[src/rtl/i2c_fifo.sv]
`default_nettype none
// ============================================================================
// Module   : i2c_fifo
// Purpose  : Synchronous show-ahead FIFO placed between the APB bridge and the
//            I2C core (one instance for TX, one for RX). The head word is
//            presented combinationally on RD_DATA, so a bridge read completes
//            in the same cycle it is issued.
// Ports    : PCLK        - clock, rising edge
//            PRESET      - asynchronous reset, active-high
//            CLEAR       - synchronous flush (sticky errors preserved)
//            ERR_CLR     - synchronous clear of OVERFLOW/UNDERFLOW
//            WR_EN/WR_DATA - push request and data
//            RD_EN       - pop request
//            RD_DATA     - head word, 0 while EMPTY
//            EMPTY/FULL/ALMOST_FULL/COUNT - occupancy status
//            OVERFLOW/UNDERFLOW - sticky refused-push / refused-pop flags
// Revision : 1.0 - initial release
// ============================================================================
module i2c_fifo #(
    parameter int DWIDTH = 32,
    parameter int AWIDTH = 4,
    parameter int AF_THR = 12
) (
    input  logic              PCLK,
    input  logic              PRESET,
    input  logic              CLEAR,
    input  logic              ERR_CLR,
    input  logic              WR_EN,
    input  logic [DWIDTH-1:0] WR_DATA,
    input  logic              RD_EN,
    output logic [DWIDTH-1:0] RD_DATA,
    output logic              EMPTY,
    output logic              FULL,
    output logic              ALMOST_FULL,
    output logic [AWIDTH:0]   COUNT,
    output logic              OVERFLOW,
    output logic              UNDERFLOW
);

    localparam int              c_DEPTH   = 2 ** AWIDTH;
    localparam logic [AWIDTH:0] c_PTR_ONE = {{AWIDTH{1'b0}}, 1'b1};
    localparam logic [AWIDTH:0] c_AF_THR  = (AWIDTH + 1)'(AF_THR);

    // Pointers carry one extra wrap bit so that full and empty are
    // distinguishable when the low (index) bits coincide.
    logic [AWIDTH:0]   r_wr_ptr;
    logic [AWIDTH:0]   r_rd_ptr;
    logic [DWIDTH-1:0] r_mem [c_DEPTH];
    logic              r_overflow;
    logic              r_underflow;

    logic              w_empty;
    logic              w_full;
    logic [AWIDTH:0]   w_count;
    logic              w_rd_acc;
    logic              w_wr_acc;
    logic              w_ovf_set;
    logic              w_udf_set;

    // Status is a pure function of the registered pointers.
    assign w_empty = (r_wr_ptr == r_rd_ptr);
    assign w_full  = (r_wr_ptr[AWIDTH] != r_rd_ptr[AWIDTH]) &&
                     (r_wr_ptr[AWIDTH-1:0] == r_rd_ptr[AWIDTH-1:0]);
    // Modular difference of the extended pointers is the occupancy 0..depth.
    assign w_count = r_wr_ptr - r_rd_ptr;

    // A pop in the same cycle frees a slot, so a push at FULL still lands.
    assign w_rd_acc  = RD_EN && !w_empty;
    assign w_wr_acc  = WR_EN && (!w_full || w_rd_acc);
    assign w_ovf_set = WR_EN && w_full && !w_rd_acc;
    assign w_udf_set = RD_EN && w_empty;

    always_ff @(posedge PCLK or posedge PRESET) begin
        if (PRESET) begin
            r_wr_ptr <= '0;
            r_rd_ptr <= '0;
        end else if (CLEAR) begin
            r_wr_ptr <= '0;
            r_rd_ptr <= '0;
        end else begin
            if (w_wr_acc) begin
                r_wr_ptr <= r_wr_ptr + c_PTR_ONE;
            end
            if (w_rd_acc) begin
                r_rd_ptr <= r_rd_ptr + c_PTR_ONE;
            end
        end
    end

    // Storage is deliberately left unreset; RD_DATA is masked while empty.
    always_ff @(posedge PCLK) begin
        if (w_wr_acc && !CLEAR) begin
            r_mem[r_wr_ptr[AWIDTH-1:0]] <= WR_DATA;
        end
    end

    // Sticky errors: a set event in the same cycle beats ERR_CLR.
    always_ff @(posedge PCLK or posedge PRESET) begin
        if (PRESET) begin
            r_overflow  <= 1'b0;
            r_underflow <= 1'b0;
        end else begin
            r_overflow  <= (r_overflow  && !ERR_CLR) || w_ovf_set;
            r_underflow <= (r_underflow && !ERR_CLR) || w_udf_set;
        end
    end

    assign RD_DATA     = w_empty ? '0 : r_mem[r_rd_ptr[AWIDTH-1:0]];
    assign EMPTY       = w_empty;
    assign FULL        = w_full;
    assign COUNT       = w_count;
    assign ALMOST_FULL = (w_count >= c_AF_THR);
    assign OVERFLOW    = r_overflow;
    assign UNDERFLOW   = r_underflow;

endmodule
`default_nettype wire
[config.mk]
export PLATFORM = sky130hd
export DESIGN_NAME = i2c_fifo
export DESIGN_NICKNAME = d
export VERILOG_FILES = /design/src/rtl/i2c_fifo.sv
export SDC_FILE = /design/constraint.sdc
export NUM_CORES = 1
export LEC_CHECK = 0
export CAP_MARGIN = 20
export CORE_MARGIN = 4
export CORE_UTILIZATION = 40
export CTS_BUF_LIST = sky130_fd_sc_hd__clkbuf_2 sky130_fd_sc_hd__clkbuf_4 sky130_fd_sc_hd__clkbuf_8
export DETAILED_ROUTE_END_ITERATION = 10
export REMOVE_ABC_BUFFERS = 1
export SETUP_SLACK_MARGIN = 0.2
export SLEW_MARGIN = 20
export SYNTH_ARGS = -nofsm -noshare
export SYNTH_HDL_FRONTEND = slang
export SYNTH_SLANG_ARGS = --single-unit
[constraint.sdc]
create_clock -name PCLK -period 3.9 [get_ports PCLK]
set_input_delay 1.17 -clock PCLK [delete_from_list [all_inputs] [get_ports PCLK]]
set_output_delay 1.17 -clock PCLK [all_outputs]
set_load 0.005 [all_outputs]
==> flow_summary.json <==
{
  "antenna_cells": 0,
  "relSlewSlack_pct": 60.4,
  "remaining_drc_errors": 0,
  "cts_buffers": 84,
  "yosysTopAreaCell": "edfxtp_1",
  "dr.pass1.iters": 5,
  "synth_edf_count": 512,
  "critical_path.top_delay_family": "buffers and inverters",
  "pwr-share-clk_pct": 34.6,
  "ctsLongestPathBuffers": 3,
  "ys_types": 43,
  "crit_cells": 9,
  "vias": 10200,
  "ys_ff_latch": 524,
  "cts_tree": "built",
  "fin_setup_tns_ns": -0.671,
  "hold_path.class": "reg -> reg",
  "synthTopCellsByArea": "edfxtp_1 76%, mux4_2 14%, mux2i_1 1.6%, a221o_1 1.5%, dfrtp_1 1.5%",
  "violations": "setup timing",
  "cp_cell_sequence": "buf_6 > buf_16 > buf_12 > buf_4 > mux4_2 > mux2i_1 > nor3_1 > a221o_1 > buf_2",
  "yosys.area.top_type_share_pct": 75.7,
  "pwr-share-comb_pct": 16.7,
  "syn-cell-area_um2": 20300,
  "clk_latency_ns": 0.62,
  "htree_levels": 3,
  "crit_arrival_ns": 2.81,
  "critPathSlowestCell": "dfrtp_4",
  "startpoint_type": "register",
  "maxSlewViolCount": 0,
  "antenna_found_initial": 2,
  "grt_pass1_vias": 10500,
  "p_sw_w": 0.00300,
  "grt_pass1_wl_um": 68600,
  "wire_per_inst_um": 25.2,
  "cts-root-buf": "clkbuf_8",
  "status": "finished with violations",
  "hpwl_um": 24700,
  "rr_worst_depth": 9,
  "synth_commonest_cells": "512 x edfxtp_1, 125 x mux4_2, 33 x buf_2, 32 x mux2i_1",
  "die_width_um": 233,
  "rows": 82,
  "gr-total-overflow": 0,
  "sequentialPowerShare_pct": 48.7,
  "end_kind": "primary output",
  "crit_required_ns": 2.73,
  "ir_drop_uv": 239,
  "power_report.internal_total_w": 0.00983,
  "drt_iter0_drc": 807,
  "worst_slack_ns": -0.0795,
  "fin_cells": 1872,
  "io_pins": 80,
  "p_per_area_nw_per_um2": 508,
  "critical_path_buf_inv_count": 5,
  "dp.cells": 1663,
  "ys.flop_type": "edfxtp_1",
  "synthCells": 900,
  "max-cap-violations": 0,
  "finClkSkew_ns": 0.0189,
  "final_hold_viol_count": 0,
  "worstPathMaxFanout": 7,
  "max_freq_ghz": 0.251,
  "ys_seq_area_share_pct": 77.2,
  "drtAntennaViolNets": 0,
  "whs_path_depth": 2,
  "start_util_pct": 40.5,
  "syn_area_per_cell_um2": 22.6,
  "pre_cts_slack_ns": 0.144,
  "drive_gt1_share_pct": 39.0,
  "synthArstFlopShare_pct": 2.29,
  "synth.most_common_cell": "edfxtp_1",
  "grt_max_degree": 35,
  "clkTransAtPathRegs_ns": 0.06,
  "setup_viol": 19,
  "cts_num_sinks": 524,
  "core-area_um2": 50200,
  "port_buffers": 79,
  "fin_crit_sh_pct": 102,
  "path_class": "reg -> out",
  "rsz0062_at_grt": "true",
  "yosysWarningCount": 0,
  "period_minus_slack_ns": 3.98,
  "fin_nets": 1191,
  "cpPeakStageDelay_ns": 0.50,
  "postLayoutCoreUtil_pct": 50.3,
  "viasPerCell": 5.45,
  "grtUsageTotal_pct": 17.4,
  "routed_wl_um": 47100,
  "sw_frac_of_total_pct": 23.4,
  "worst_pin_slew_ns": 0.593,
  "p_leak_nw": 8.06,
  "floorplan.die.height_um": 233,
  "hold_buffers": 0,
  "syn_to_final_growth_pct": 24.3,
  "die_area_um2": 54500,
  "place.gp.congestion": 0.725
}
[power groups by stage]
| stage | logic [W] | clock network, W | registers (W) |
|---|---|---|---|
| 2_1_floorplan | 0.000875 | 0 | 0.00653 |
| 3_3_place_gp | 0.00177 | 0 | 0.00636 |
| 3_5_place_dp | 0.00177 | 0 | 0.00637 |
| 4_1_cts | 0.00212 | 0.00457 | 0.00625 |
| 5_1_grt | 0.00229 | 0.00483 | 0.00625 |
| 6_report | 0.00214 | 0.00444 | 0.00625 |
[cell type report]
class	instances	area [um2]
clock inverters	30	178
repair buffers	204	2430
well taps	672	841
inverters	13	48.8
clock buffers	113	1390
multi-input cells	316	4670
fillers	3953	24900
flip-flops and latches	524	15700
[through the flow]
step	cell area (um2)	total power [W]	hold slack, ns
floorplan	20000	0.00740	0.517
global placement	22600	0.00814	0.519
detailed placement	22600	0.00814	0.523
CTS	25100	0.0130	0.534
global route	25200	0.0134	0.567
finish	25200	0.0128	0.535
[path summary, 6_finish.rpt]
kind                             startpoint       endpoint  slack [ns]
worst max-delay path            r_rd_ptr[1]    RD_DATA[22]       -0.08
worst min-delay path              UNDERFLOW      UNDERFLOW        0.53
worst max register to register  r_rd_ptr[0]  r_mem[15][20]        1.07
worst min register to register    UNDERFLOW      UNDERFLOW        0.53
max in group asynchronous            PRESET    r_rd_ptr[0]        2.64
min in group asynchronous            PRESET      UNDERFLOW        0.88
[layer usage]
layer	global-route usage [%]	part of all wire [%]	vias up
li1	-	-	4331
met4	5.44	2.0	4
met5	0	0.049	-
met1	25.0	44	5455
met2	26.9	48	346
met3	3.68	6.4	66
[placed cells by master, fill, tap and decap left out, types with 10 or more instances in the layout]
cell and n:
buf_2 31, a221o_1 31, nor2_1 10, buf_16 14, clkbuf_4 26, nor3_1 22, clkbuf_8 87, nor2_4 17
clkdlybuf4s50_1 43, buf_4 53, mux2i_1 18, buf_6 19, edfxtp_1 512, clkinv_1 24, buf_12 33, mux4_2 128
[repair_timing]
action | in CTS | in global routing
cloned | 11 | 1
pin swaps | 24 | 21
endpoints found under the hold margin | 0 | 0
setup buffers | 46 | 8
endpoints found under the setup margin | 38 | 35
gates resized for setup | 206 | 30
[worst reg2reg max path: stages (launching register included)]
cell and delay, ns:
dfrtp_4 0.51, ha_4 0.27, nand4_4 0.11, buf_4 0.13, buf_4 0.11, buf_4 0.12
o31a_1 0.29, nand3_1 0.39, nor2_4 0.26, buf_4 0.31
[flip-flops by register name, summed over array words and instances, names as in the netlist]
| register | count |
|---|---|
| r_mem | 512 |
| OVERFLOW | 1 |
| UNDERFLOW | 1 |
| r_wr_ptr | 5 |
| r_rd_ptr | 5 |
[cell families (layout without fill, tap and decap cells)]
group,Yosys count,count (layout),share of synthesized area [%]
AO/OA/AOI/OAI,54,54,2.27
adder cells (fa/ha/maj),10,10,0.653
multiplexers,161,161,15.9
AND/OR/NAND/NOR,84,84,2.07
flip-flops,524,524,77.2
XOR/XNOR,7,7,0.302
buffers and inverters,60,360,1.67
Power figures use the tool's default switching activity.
